### config.mk
export PLATFORM = sky130hd
export DESIGN_NAME = seg7_pattern_reader
export DESIGN_NICKNAME = d
export VERILOG_FILES = /design/src/rtl/seg7_pattern_reader.sv
export SDC_FILE = /design/constraint.sdc
export NUM_CORES = 1
export LEC_CHECK = 0
export ABC_AREA = 1
export CELL_PAD_IN_SITES_DETAIL_PLACEMENT = 0
export CELL_PAD_IN_SITES_GLOBAL_PLACEMENT = 1
export CORE_UTILIZATION = 53
export CTS_BUF_LIST = sky130_fd_sc_hd__clkbuf_4
export DETAILED_ROUTE_END_ITERATION = 12
export DONT_BUFFER_PORTS = 1
export GPL_TIMING_DRIVEN = 0
export PLACE_DENSITY_LB_ADDON = 0.15
export SYNTH_ARGS = -nofsm -noshare
export SYNTH_HDL_FRONTEND = slang
export SYNTH_SLANG_ARGS = --single-unit
### constraint.sdc
create_clock -name clk -period 3.8 [get_ports clk]
set_input_delay 0.57 -clock clk [delete_from_list [all_inputs] [get_ports clk]]
set_output_delay 0.57 -clock clk [all_outputs]
set_load 0.01 [all_outputs]
### src/rtl/seg7_pattern_reader.sv
// Recovers the hex digit shown on a 7-segment bus (a..g, active-high lit).
// Synchronises, debounces and decodes the segments, then offers each new digit on valid/ready.
//
// state  | meaning
// IDLE   | synchronised pattern equals the candidate; waiting for a change
// SETTLE | candidate loaded; counting stable cycles before the commit check
module seg7_pattern_reader #(
    parameter int STABLE_CYCLES = 4,
    parameter int CNT_W         = 8
) (
    input  logic       clk,
    input  logic       rst_n,
    input  logic [6:0] seg,
    output logic [3:0] value,
    output logic       blank,
    output logic       err,
    output logic       out_valid,
    input  logic       out_ready,
    output logic       overrun,
    output logic       led
);

    localparam logic [0:0] ST_IDLE   = 1'b0;
    localparam logic [0:0] ST_SETTLE = 1'b1;
    localparam logic [CNT_W-1:0] CNT_LAST = CNT_W'(STABLE_CYCLES - 1);

    logic [0:0]       state;
    logic [6:0]       s1;
    logic [6:0]       s2;
    logic [6:0]       candidate;
    logic [6:0]       last_reported;
    logic [CNT_W-1:0] counter;

    logic [3:0] dec_value;
    logic       dec_blank;
    logic       dec_err;
    logic       settle_done;
    logic       commit;
    logic       transfer;

    always_comb begin
        dec_value = 4'h0;
        dec_blank = 1'b0;
        dec_err   = 1'b0;
        case (candidate)
            7'h7E: dec_value = 4'h0;
            7'h30: dec_value = 4'h1;
            7'h6D: dec_value = 4'h2;
            7'h79: dec_value = 4'h3;
            7'h33: dec_value = 4'h4;
            7'h5B: dec_value = 4'h5;
            7'h5F: dec_value = 4'h6;
            7'h70: dec_value = 4'h7;
            7'h7F: dec_value = 4'h8;
            7'h7B: dec_value = 4'h9;
            7'h77: dec_value = 4'hA;
            7'h1F: dec_value = 4'hB;
            7'h4E: dec_value = 4'hC;
            7'h3D: dec_value = 4'hD;
            7'h4F: dec_value = 4'hE;
            7'h47: dec_value = 4'hF;
            7'h00: dec_blank = 1'b1;
            default: dec_err = 1'b1;
        endcase
    end

    assign settle_done = (state == ST_SETTLE) && (s2 == candidate) && (counter == CNT_LAST);
    // Returning to the last reported pattern after a glitch must not produce a duplicate word.
    assign commit      = settle_done && (candidate != last_reported);
    assign transfer    = out_valid && out_ready;
    assign led         = err && out_valid;

    always_ff @(posedge clk or negedge rst_n) begin
        if (!rst_n) begin
            s1 <= 7'h00;
            s2 <= 7'h00;
        end else begin
            s1 <= seg;
            s2 <= s1;
        end
    end

    always_ff @(posedge clk or negedge rst_n) begin
        if (!rst_n) begin
            state         <= ST_IDLE;
            candidate     <= 7'h00;
            counter       <= '0;
            last_reported <= 7'h00;
        end else begin
            case (state)
                ST_IDLE: begin
                    if (s2 != candidate) begin
                        candidate <= s2;
                        counter   <= '0;
                        state     <= ST_SETTLE;
                    end
                end
                ST_SETTLE: begin
                    if (s2 != candidate) begin
                        candidate <= s2;
                        counter   <= '0;
                    end else if (counter == CNT_LAST) begin
                        state <= ST_IDLE;
                        if (commit) last_reported <= candidate;
                    end else begin
                        counter <= counter + 1'b1;
                    end
                end
                default: state <= ST_IDLE;
            endcase
        end
    end

    always_ff @(posedge clk or negedge rst_n) begin
        if (!rst_n) begin
            value     <= 4'h0;
            blank     <= 1'b0;
            err       <= 1'b0;
            out_valid <= 1'b0;
            overrun   <= 1'b0;
        end else if (commit) begin
            value     <= dec_value;
            blank     <= dec_blank;
            err       <= dec_err;
            out_valid <= 1'b1;
            if (out_valid && !out_ready) overrun <= 1'b1;
        end else if (transfer) begin
            out_valid <= 1'b0;
        end
    end

endmodule

# Yosys cells after proc, flatten, opt, wreduce, memory -nomap -nowiden
# Cells that the tools add are included.
# Widths: inputs -> output; s select.
[totals]
output_inout_bits = 9
elab_cells = 63
in_bits = 10
ff_bits = 45
[classes]
add_sub_neg = 1
bitwise_logic = 2
mux = 14
n_reduce_logical = 13
n_eq_ne = 22
[op_table]
columns = ["cell", "count"]
rows = [
  ["$eq 7x7->1 const B", 12],
  ["$pmux 4 s15", 1],
  ["$mux 8", 3],
  ["$eq 7x6->1 const B", 3],
  ["$reduce_or 17->1", 1],
  ["$pmux 8 s2", 1],
  ["$ne 7x7->1", 2],
  ["$add 8x1->8 const B", 1],
  ["$eq 8x2->1 const B", 1],
  ["$eq 7x5->1 const B", 1],
  ["$eq 7x7->1", 1],
  ["$logic_not 7->1", 1],
  ["$mux 1", 7],
  ["$mux 7", 1],
  ["$logic_and 1x1->1", 6],
  ["$reduce_and 2->1", 2],
  ["$reduce_and 4->1", 1],
  ["$ne 3x3->1 const B", 1],
  ["$ne 2x2->1 const B", 1],
  ["$not 1->1", 2],
  ["$pmux 1 s2", 1],
  ["$reduce_bool 2->1", 1],
  ["$logic_not 1->1", 1],
]

# Longest topological paths before layout
[depth]
depth_word = 5
ltp_mapped = 12
mapped_depth_nobuf = 10

# Worst setup path before layout
# OpenSTA, ideal clock, no wires.
[synth_path]
kind = "flip-flop to flip-flop"
from = "register counter[0]"
to = "register last_reported[4]"
synth_period_minus_slack_ps = 1469
stages_incl_launch_ff = 11
setup_time_ps = 64
slack_ps = 2331
n_path_buf = 1
required_time_ps = 3736
t_arrival_ps = 1405
cell_sequence = "dfrtp_1 ha_1 inv_1 nor3_1 nand2_1 nor2_2 nand2_2 nor2_2 buf_6 nand2_2 nand2_2"
[synth_between]
elab_chain_len = 4
[synth_rtl]
columns = ["item", "line_no", "rtl"]
rows = [
  ["start: declaration", "32", "logic [CNT_W-1:0] counter;"],
  ["start signal: assignment", "106", "counter <= counter + 1'b1;"],
  ["$eq 8x2->1 *", "67, 102", ""],
  ["$logic_and 1x1->1", "67", "assign settle_done = (state == ST_SETTLE) && (s2 == candidate) && (counter == CNT_LAST);"],
  ["$logic_and 1x1->1", "69", "assign commit = settle_done && (candidate != last_reported);"],
  ["$reduce_and 4->1 (no source line) *", "n/a", ""],
  ["end signal: assignment", "104", "if (commit) last_reported <= candidate;"],
  ["end: declaration", "31", "logic [6:0] last_reported;"],
]
# Mark *: on every way between the ends. The rest lies on a longest branch, timed or not.
# A chain may end at the register's enable or synchronous reset.

# Final worst setup path
[layout_path]
from = "register candidate[1]"
to = "register last_reported[1]"
[layout_between]
elab_chain_len = 5
elab_cells_between_ends = 8
cone_classes = "3 x eq/ne; 1 x bitwise; 4 x reduce/logical"
[layout_rtl]
columns = ["item", "line_no", "rtl"]
rows = [
  ["start: declaration", "30", "logic [6:0] candidate;"],
  ["start signal: assignment", "86", "candidate <= 7'h00;"],
  ["start signal: assignment", "93", "candidate <= s2;"],
  ["start signal: assignment", "100", "candidate <= s2;"],
  ["$eq 7x7->1", "67", ""],
  ["$logic_and 1x1->1 (2 in a row)", "67", ""],
  ["$logic_and 1x1->1", "69", ""],
  ["$reduce_and 4->1 (no source line)", "n/a", ""],
]
# Several ways; a longest one is shown, not always the timed one.

==> results.md <==
- The routed layout has 1605 vias.
- The clock-pin slew on the worst setup and hold paths is 0.14 ns.
- Entering global routing, the biggest net connects 46 pins.
- The tool flagged a number of max-cap violations equal to 0.
- The final layout contains routed wiring with a total length of 3.77 mm.
- The hold violation count in the final report is 0.
- The residual DRC count is 0.
- The last weighted congestion value of the routability-driven placer is 0.815.
- The top-level I/O count is 19.
- The y dimension of the die is 67.1 µm.
- The cell area reported after detailed placement is 0.00231 mm².
- The cell with the largest stage delay on the worst path is sky130_fd_sc_hd__dfrtp_1.
- The share of power burned in the clock network is 0.341.
- Once detailed placement completed, the half-perimeter wirelength came to 2.71 mm.
- The number of instances in the synthesized netlist is 272.
- The area occupied by registers is 0.00113 mm².
- The flow ran to the end, and the final reports show no timing, DRC or antenna violations.
- The biggest fanout along the worst timing path is 10.
- The proportion of total power due to net switching is 0.236.
- The total of endpoints with negative setup slack in the final report is 0.
- With fillers left out, the area of the finished cells amounts to 0.00241 mm².
- The cell area that synthesis handed to floorplanning was 0.00224 mm².
- In this design, the critical path's most frequently occurring cell is sky130_fd_sc_hd__nand2_2.
- Of the synthesized area, sequential elements account for 0.502.
- TritonCTS built the clock tree.
- The register share of total power is 0.582.
- The flip-flop cell with the highest count after synthesis is sky130_fd_sc_hd__dfrtp_1.
- The pre-antenna-repair detailed-routing pass consisted of 4 iterations.
- The total count of max-transition violations in the final report is 0.
- In the final layout, the multi-input gates occupy 893 µm².
- The floorplan has 23 rows.
- For this run the aggregate overflow at the end of global routing stands at 0.
- Yosys printed 0 warnings.
- The global-route wire length before repair is 6.40 mm.
- After synthesis the netlist holds a flip-flop and latch count of 45.
- For this run, global-route usage on met2 was measured as 0.310.
- The headroom to the max-slew limit is 0.748.
- The floorplan step defined a die boundary enclosing 0.00450 mm².
- The final setup TNS is 0 ns.
- The core area is 0.00403 mm².
- Counting the fill cells in the layout gives 379.
- The via count of the first global-routing pass is 1412.
- The internal power summed over all cells is 0.000652 W.
- The clock latency on the worst-skew pair is 0.35 ns.
- TritonCTS created 5 clock buffers.
- Walking the worst path, the cells encountered are buf_6 > nand2_1 > nand2_2 > nor2_2 > nand3_2 > nor2_4 > nand2_2 > nor2_2 > buf_6 > nand2_2 > nand2_1.
- At the worst endpoint, the arrival time is 1.97 ns.
- The worst setup path is launched from a flip-flop.
- The share of total power dissipated in combinational logic is 0.077.
- The nature of the critical path endpoint is a flip-flop.
- For this run, global-route usage on met1 was measured as 0.256.
- Clock skew on the completed layout was measured at 0.0112 ns.
- In the synthesized netlist the async set-or-reset flop fraction comes to 1.00.
- Once layout is complete, the utilization of the core stands at 0.599.
- Once placement completed, the tool counted placed cells totaling 322.
- The met3 layer usage reported by global route is 0.0565.
- After synthesis, the netlist uses 24 different library cells.
- The number of antenna violations at the first check in global routing is 0.
- Derived from the worst setup path, the maximum achievable clock frequency is 602 MHz.
- The global router's overall resource usage is 0.195.
- The total power per unit cell area is 353 mW/mm².
- After the first detailed-routing iteration, the DRC count stood at 51.
- The horizontal die dimension is 67.1 µm.
- In the final routed layout, each cell accounts on average for 11.4 µm.
- For this design the static power due to leakage is 1.25 nW.
- The maximum ir drop on the vdd rail is 0.000325 V.
- From synthesis to final layout, the design area changed by 7.52%.
- The critical path data required time is 4.10 ns.
- Counting every sink on the clock net gives 45.
- Counting along the longest clock path gives a buffer depth of 2.
- In this run the worst hold path is classified as in -> async.
- met2 is the most crowded layer.
- Setup repair after global routing left no endpoint under its margin.
- For this run, the slowest stage of the critical path takes 0.40 ns.
- In this run the number of H-tree levels came out at 2.
- The mean cell area of the mapped netlist is 8.25 µm².
- The critical path contains buffers and inverters numbering 2 combined.
- Of the post-synthesis cell area, the dominant cell type holds 0.502.
- Of the available clock period, the critical path in the final layout requires 0.437.
- The number of antenna cells inserted is 0.
- By count the netlist is led by 76 x sky130_fd_sc_hd__nand2_1, 45 x sky130_fd_sc_hd__dfrtp_1, 37 x sky130_fd_sc_hd__nor2_1.
- The remaining antenna violation count after routing is 0.
- The cell class contributing the biggest share of worst-path delay is simple AND/OR/NAND/NOR gates.
- The slew at the pin closest to its max-slew limit is 0.377 ns.
- The number of synthesized flops with an enable pin is 0.
- After the last flow step, the layout net total stands at 291.
- Of the cells placed in the final design, the portion with a size suffix greater than 1 is 0.157.
- sky130_fd_sc_hd__dfrtp_1 takes more of the synthesized area than any other cell.
- In the post-synthesis netlist, the biggest area contributors are sky130_fd_sc_hd__dfrtp_1 50%, sky130_fd_sc_hd__nand2_1 13%, sky130_fd_sc_hd__nor2_1 6.2%, sky130_fd_sc_hd__nand2_2 4.5%, sky130_fd_sc_hd__inv_1 4.2%.
- During placement, the flow inserted port buffers numbering 0.
- For this design the total switching power over the nets is 0.000201 W.
- For this run, the number of standard cells in the final layout without fillers is 331.
- The effective utilization at floorplan is 0.557.
- The worst path needs 1.66 ns of the cycle, external delays included.
- The leading cell type by number of instances after synthesis is sky130_fd_sc_hd__nand2_1.
- The clock tree root buffer cell is sky130_fd_sc_hd__clkbuf_4.
- The number of nets handed over by synthesis was 283.
- The type of the worst setup path is reg -> reg.
- After detailed routing, the number of vias per cell comes to 4.85.
worst register-to-register path, cell delays in order, from the launching register on:
cell	delay (ns)
sky130_fd_sc_hd__dfrtp_1	0.40
sky130_fd_sc_hd__buf_6	0.13
sky130_fd_sc_hd__nand2_1	0.08
sky130_fd_sc_hd__nand2_2	0.06
sky130_fd_sc_hd__nor2_2	0.12
sky130_fd_sc_hd__nand3_2	0.09
sky130_fd_sc_hd__nor2_4	0.18
sky130_fd_sc_hd__nand2_2	0.07
sky130_fd_sc_hd__nor2_2	0.17
sky130_fd_sc_hd__buf_6	0.20
sky130_fd_sc_hd__nand2_2	0.05
sky130_fd_sc_hd__nand2_1	0.06
what timing repair did:
item | CTS | global route
buffers inserted | 0 | 0
resized for setup | 0 | 0
hold buffers | 1 | 0
endpoints found under the hold margin | 45 | 0
placed cells by master, fill, tap and decap left out:
| master | synthesis | final |
|---|---|---|
| sky130_fd_sc_hd__o21bai_1 | 1 | 1 |
| sky130_fd_sc_hd__xor2_1 | 6 | 6 |
| sky130_fd_sc_hd__nor3b_1 | 4 | 4 |
| sky130_fd_sc_hd__inv_1 | 25 | 25 |
| sky130_fd_sc_hd__bufinv_16 | 0 | 1 |
| sky130_fd_sc_hd__clkinvlp_4 | 0 | 1 |
| sky130_fd_sc_hd__ha_1 | 1 | 1 |
| sky130_fd_sc_hd__a21oi_1 | 3 | 3 |
| sky130_fd_sc_hd__clkbuf_1 | 7 | 7 |
| sky130_fd_sc_hd__xnor2_1 | 7 | 7 |
| sky130_fd_sc_hd__buf_4 | 2 | 2 |
| sky130_fd_sc_hd__clkbuf_4 | 0 | 5 |
| sky130_fd_sc_hd__nand2_2 | 16 | 16 |
| sky130_fd_sc_hd__nor2_2 | 3 | 3 |
| sky130_fd_sc_hd__o21ai_0 | 6 | 6 |
| sky130_fd_sc_hd__nor2_1 | 37 | 37 |
| sky130_fd_sc_hd__nand3_2 | 3 | 3 |
| sky130_fd_sc_hd__clkinv_1 | 0 | 1 |
| sky130_fd_sc_hd__inv_2 | 3 | 3 |
| sky130_fd_sc_hd__or2_2 | 1 | 1 |
| sky130_fd_sc_hd__nor2_4 | 1 | 1 |
| sky130_fd_sc_hd__nor3_1 | 3 | 3 |
| sky130_fd_sc_hd__nand3b_1 | 1 | 1 |
| sky130_fd_sc_hd__buf_6 | 7 | 7 |
| sky130_fd_sc_hd__nand4_1 | 1 | 1 |
| sky130_fd_sc_hd__nand2_1 | 76 | 76 |
| sky130_fd_sc_hd__dfrtp_1 | 45 | 45 |
| sky130_fd_sc_hd__buf_16 | 0 | 1 |
| sky130_fd_sc_hd__nand3_1 | 13 | 13 |
cell families (layout without fill, tap and decap cells):
family / Yosys count / count (layout) / share of synthesized area
and+or+nand+nor: 159 / 159 / 0.318
DFF: 45 / 45 / 0.502
buffers and inverters: 44 / 53 / 0.100
xor gates and xnor gates: 13 / 13 / 0.0507
AOI/OAI and AO/OA: 10 / 10 / 0.0234
adders and majority gates: 1 / 1 / 0.00557
area by class of cell:
type / instances / area share
plain buffers: 16 / 0.0498
clock buffers: 5 / 0.0156
clock inverters: 3 / 0.0171
inverters: 28 / 0.0435
multi-input cells: 183 / 0.370
flip-flops and latches: 45 / 0.467
well taps: 50 / 0.0259
repair buffers: 1 / 0.0114
stage by stage:
stage | hold WS, ns | setup slack (ns) | power, W
finish | 0.0285 | 2.14 | 0.000853
global route | 0.0179 | 1.93 | 0.000891
CTS | 0.0300 | 2.11 | 0.000862
detailed placement | 0.276 | 2.14 | 0.000560
global placement | 0.276 | 2.11 | 0.000558
floorplan | 0.274 | 2.33 | 0.000550
power by group through the flow:
stage | combinational [W] | sequential, W | clock [W]
finish | 0.0000657 | 0.000496 | 0.000291
global route | 0.0000750 | 0.000497 | 0.000318
CTS | 0.0000670 | 0.000496 | 0.000298
detailed placement | 0.0000540 | 0.000506 | 0
global placement | 0.0000531 | 0.000505 | 0
floorplan | 0.0000455 | 0.000505 | 0
layer usage:
metal  part of all wire  vias to the layer above
met5                  0                        -
li1                   -                      835
met1               0.51                      731
met4             0.0061                        0
met2               0.45                       35
met3              0.041                        4
path summary, 6_finish.rpt:
| check | from | endpoint | slack, ns | cells after the start |
|---|---|---|---|---|
| max | candidate[1] | last_reported[1] | 2.14 | 11 |
| min | rst_n | value[0] | 0.03 | 1 |
| max reg2reg | candidate[1] | last_reported[1] | 2.14 | 11 |
| min reg2reg | s1[4] | s2[4] | 0.35 | 0 |
| max in group asynchronous | rst_n | s1[0] | 3.55 | 1 |
| min in group clk | seg[6] | s1[6] | 0.24 | 0 |
state kept, by name, summed over array words and instances, names as in the netlist, 4 cells and up:
signal	count
s1	7
value	4
counter	8
last_reported	7
candidate	7
s2	7
(Power assumes the default switching activity.)
==> edit 1 (same flow settings) <==
The parameter `CNT_W` goes from 8 to 12.
--- a/src/rtl/seg7_pattern_reader.sv
+++ b/src/rtl/seg7_pattern_reader.sv
@@ -8,3 +8,3 @@
     parameter int STABLE_CYCLES = 4,
-    parameter int CNT_W         = 8
+    parameter int CNT_W         = 12
 ) (
Check against the original RTL: same outputs for any inputs over 10 cycles, from zero or initial values and one cycle with rst_n low; that may be too few to reach the edited logic, so the function may still have changed.
==> edit 1 against the original RTL <==
- the run now ends with negative hold slack left
- design area grew 8.1%
- power grew 1.0%
- first-iteration DRC count grew 18%
- routed wire length grew 18%
- synthesized area grew 9.1%
- setup slack lost 76 ps
- sequential cell count grew 4
- combinational power shrank 8.8%
==> edit 1: results <==
[power_and_ir_drop]
power_per_cell_area_nw_per_um2 = 330

[worst_setup_path]
crit_start = counter[0]
slowest_delay_ps = 420
arrival_ps = 2020

[route]
drt_iter0_markers = 60
viasPerCell = 4.99
num_vias = 1881

[global_routing]
use_met3_pct = 4.04
grt_use_total_pct = 21.1
use_met2_pct = 36.9
grt_max_degree = 50

[clock_tree]
cts.clk_slew.worst_paths_ps = 160
clock_latency_ps = 380

[placement]
hpwl_um = 3340
dp.cells = 368
preCtsSetupSlack_ps = 2080

[synthesis]
synth_common_cells = nand2_1 (109), dfrtp_1 (49), nor2_1 (38)
synth_cell_types = 25
netlist_top_cells_area = dfrtp_1 (50%), nand2_1 (17%), nor2_1 (5.8%)
synth_compound_area_share_pct = 3.27
synthXorXnorAreaFrac_pct = 5.36

[layout]
largest_register_ffs = 12
final_nets = 335

[run_status]
status = finished, violations left
violations = negative hold slack

[sta]
fmax_mhz = 576
hold_violations = 1
slew_headroom_pct = 71.2
skew_ps = 14.4
whs_ps = -0.133
## edit 1: changes by cell type in the layout (fill, tap and decap cells not counted), sizes merged, moves of 2 or more
cell and change:
xor2 +4, nor3 +2, and2 +2, inv +4, nand2 +17, nand3 +5
nor3b -4, dfrtp +4, buf +2, o21ai +4, nand4 +5, xnor2 -2
## edit 1: cell type report
cell class | instances | area [sq um]
plain buffers | 18 | 98.8
repair buffers | 1 | 27.5
clock buffers | 5 | 37.5
clock inverters | 3 | 28.8
inverters | 30 | 113
flip-flops and latches | 49 | 1230
fillers | 392 | 1780
well taps | 52 | 65.1
multi-input cells | 219 | 1010
## edit 1: what timing repair did
item                                   in CTS  in global routing
setup endpoints to repair                   0                  0
endpoints found under the hold margin      49                  0
hold buffers                                1                  0
==> edit 2 (config.mk and constraints unchanged) <==
Made on the original files. Register the output `led`, with the module's reset; this adds one clock of latency there. The other outputs are not delayed to match.
--- a/src/rtl/seg7_pattern_reader.sv
+++ b/src/rtl/seg7_pattern_reader.sv
@@ -70,3 +70,9 @@
     assign transfer    = out_valid && out_ready;
-    assign led         = err && out_valid;
+    always_ff @(posedge clk or negedge rst_n) begin
+        if (!rst_n) begin
+            led <= '0;
+        end else begin
+            led <= err && out_valid;
+        end
+    end
 
Formal check against the unedited RTL: not equivalent (Yosys sat finds a counterexample within 10 cycles, from zero or initial values and one cycle with rst_n low).
==> edit 2 against the original RTL <==
- global-route usage rose by 1.6 points
- routed wire length grew 6.3%
- fmax grew 1.1%
- design area up 1.1%
- largest power group unchanged
- power up 3.7%
- setup slack better by 18 ps
- sequential cell count up 1
- synthesized area rose by 0.89%
==> edit 2: results <==
[worst_setup_path]
rrSetupSlack_ps = 2160
r2r-start = counter[0]
r2r_cells = 8
crit_end = counter[1]
worstPathMaxFanout = 8
arrival_ps = 1910

[route]
met2_length_um = 2010
routed_wl_um = 4000
wl_met1_um = 1830
viasPerCell = 4.95
drt_iter0_markers = 56
dr_wl_met3_um = 119

[synthesis]
netlist_top_cells_area = dfrtp_1 (51%), nand2_1 (15%), nor2_1 (6.0%)
synth.net_count = 284
synth_cell_types = 26
synthDominantCellAreaShare_pct = 50.8
synth_compound_area_share_pct = 2.93
synthAdderAreaFrac_pct = 0.552
yosysSeqAreaShare_pct = 50.8
synthXorXnorAreaFrac_pct = 5.36
synth_common_cells = nand2_1 (90), dfrtp_1 (46), nor2_1 (36)

[global_routing]
grt_max_degree = 47
grt_use_total_pct = 21.2
grt_pass1_wl_um = 6970

[run_status]
status = finished clean

[sta]
skew_ps = 9.40

[clock_tree]
clock_latency_ps = 360

[layout]
drive_gt1_share_pct = 13.5
final_nets = 292

[placement]
gp_congestion = 0.883
hpwl_um = 2880

[power_and_ir_drop]
power.leakage_nw = 1.25
peakVddDrop_mv = 0.259
edit 2: cell count changes in the layout (fill, tap and decap cells not counted), moves of 3 or more:
cell     delta
nor2_4      +3
nand2_1    +14
nand2_2    -10
xor2_1      -3
nor2_2      -3
o21ai_0     -3
nor3b_1     -3
inv_2       +3
inv_1       -5
edit 2: kinds of logic (layout without fill, tap and decap cells):
kind of cell	count (synthesis)	in the layout
simple gates	160	160
flops	46	46
buf+inv	42	51
xor+xnor	13	13
compound gates	11	11
fa+ha+maj	1	1
edit 2: what timing repair did:
| action | CTS | global route |
|---|---|---|
| endpoints found under the hold margin | 46 | 0 |
| resized for setup | 0 | 0 |
| hold buffers | 1 | 0 |
| setup buffers | 0 | 0 |
edit 2: area by class of cell:
| cell class | instances | area (sq um) |
|---|---|---|
| Multi-Input combinational cell | 185 | 892 |
| Buffer | 16 | 124 |
| Tap cell | 50 | 62.6 |
| Sequential cell | 46 | 1150 |
| Clock inverter | 3 | 47.5 |
| Fill cell | 363 | 1620 |
| Timing Repair Buffer | 1 | 27.5 |
| Inverter | 26 | 97.6 |
| Clock buffer | 5 | 37.5 |
edit 2: where the power goes:
| group | switching [mW] | internal [mW] |
|---|---|---|
| sequential | 0.00585 | 0.501 |
| combinational | 0.0427 | 0.0267 |
| clock | 0.165 | 0.143 |
| total | 0.214 | 0.671 |
edit 2: worst min-delay path by stage:
stage                from  cells past startpoint  slack (ps)           end
floorplan           rst_n                      0         270         blank
global placement    rst_n                      0         280      value[0]
detailed placement  rst_n                      0         280      value[0]
CTS                 rst_n                      1          30  candidate[1]
global route        rst_n                      1          20    counter[1]
finish              rst_n                      1          30  candidate[4]
edit 2: per-stage QoR:
stage | setup WS [ps] | power (mW) | hold slack, ps | std cells | cell area (sq um)
3_5_place_dp | 2180 | 0.575 | 275 | 323 | 2330
2_1_floorplan | 2360 | 0.564 | 274 | 273 | 2260
4_1_cts | 2130 | 0.899 | 32.0 | 332 | 2440
6_report | 2160 | 0.885 | 34.0 | 332 | 2440
5_1_grt | 1960 | 0.926 | 24.2 | 332 | 2440
3_3_place_gp | 2170 | 0.572 | 275 | 323 | 2330
edit 2: critical path, delay by kind of cell (launching register included):
kind / cells / cell delay (ps)
buffers and inverters: 2 / 220
adders and majority gates: 1 / 220
and+or+nand+nor: 4 / 650
AOI/OAI and AO/OA: 1 / 60
DFF: 1 / 410
edit 2: routing by layer:
layer  vias to the layer above  GRT usage (%)
met2                        32           37.8
li1                        843              -
met1                       765           24.6
met4                         0           7.18
met3                         4           5.24
met5                         -              0
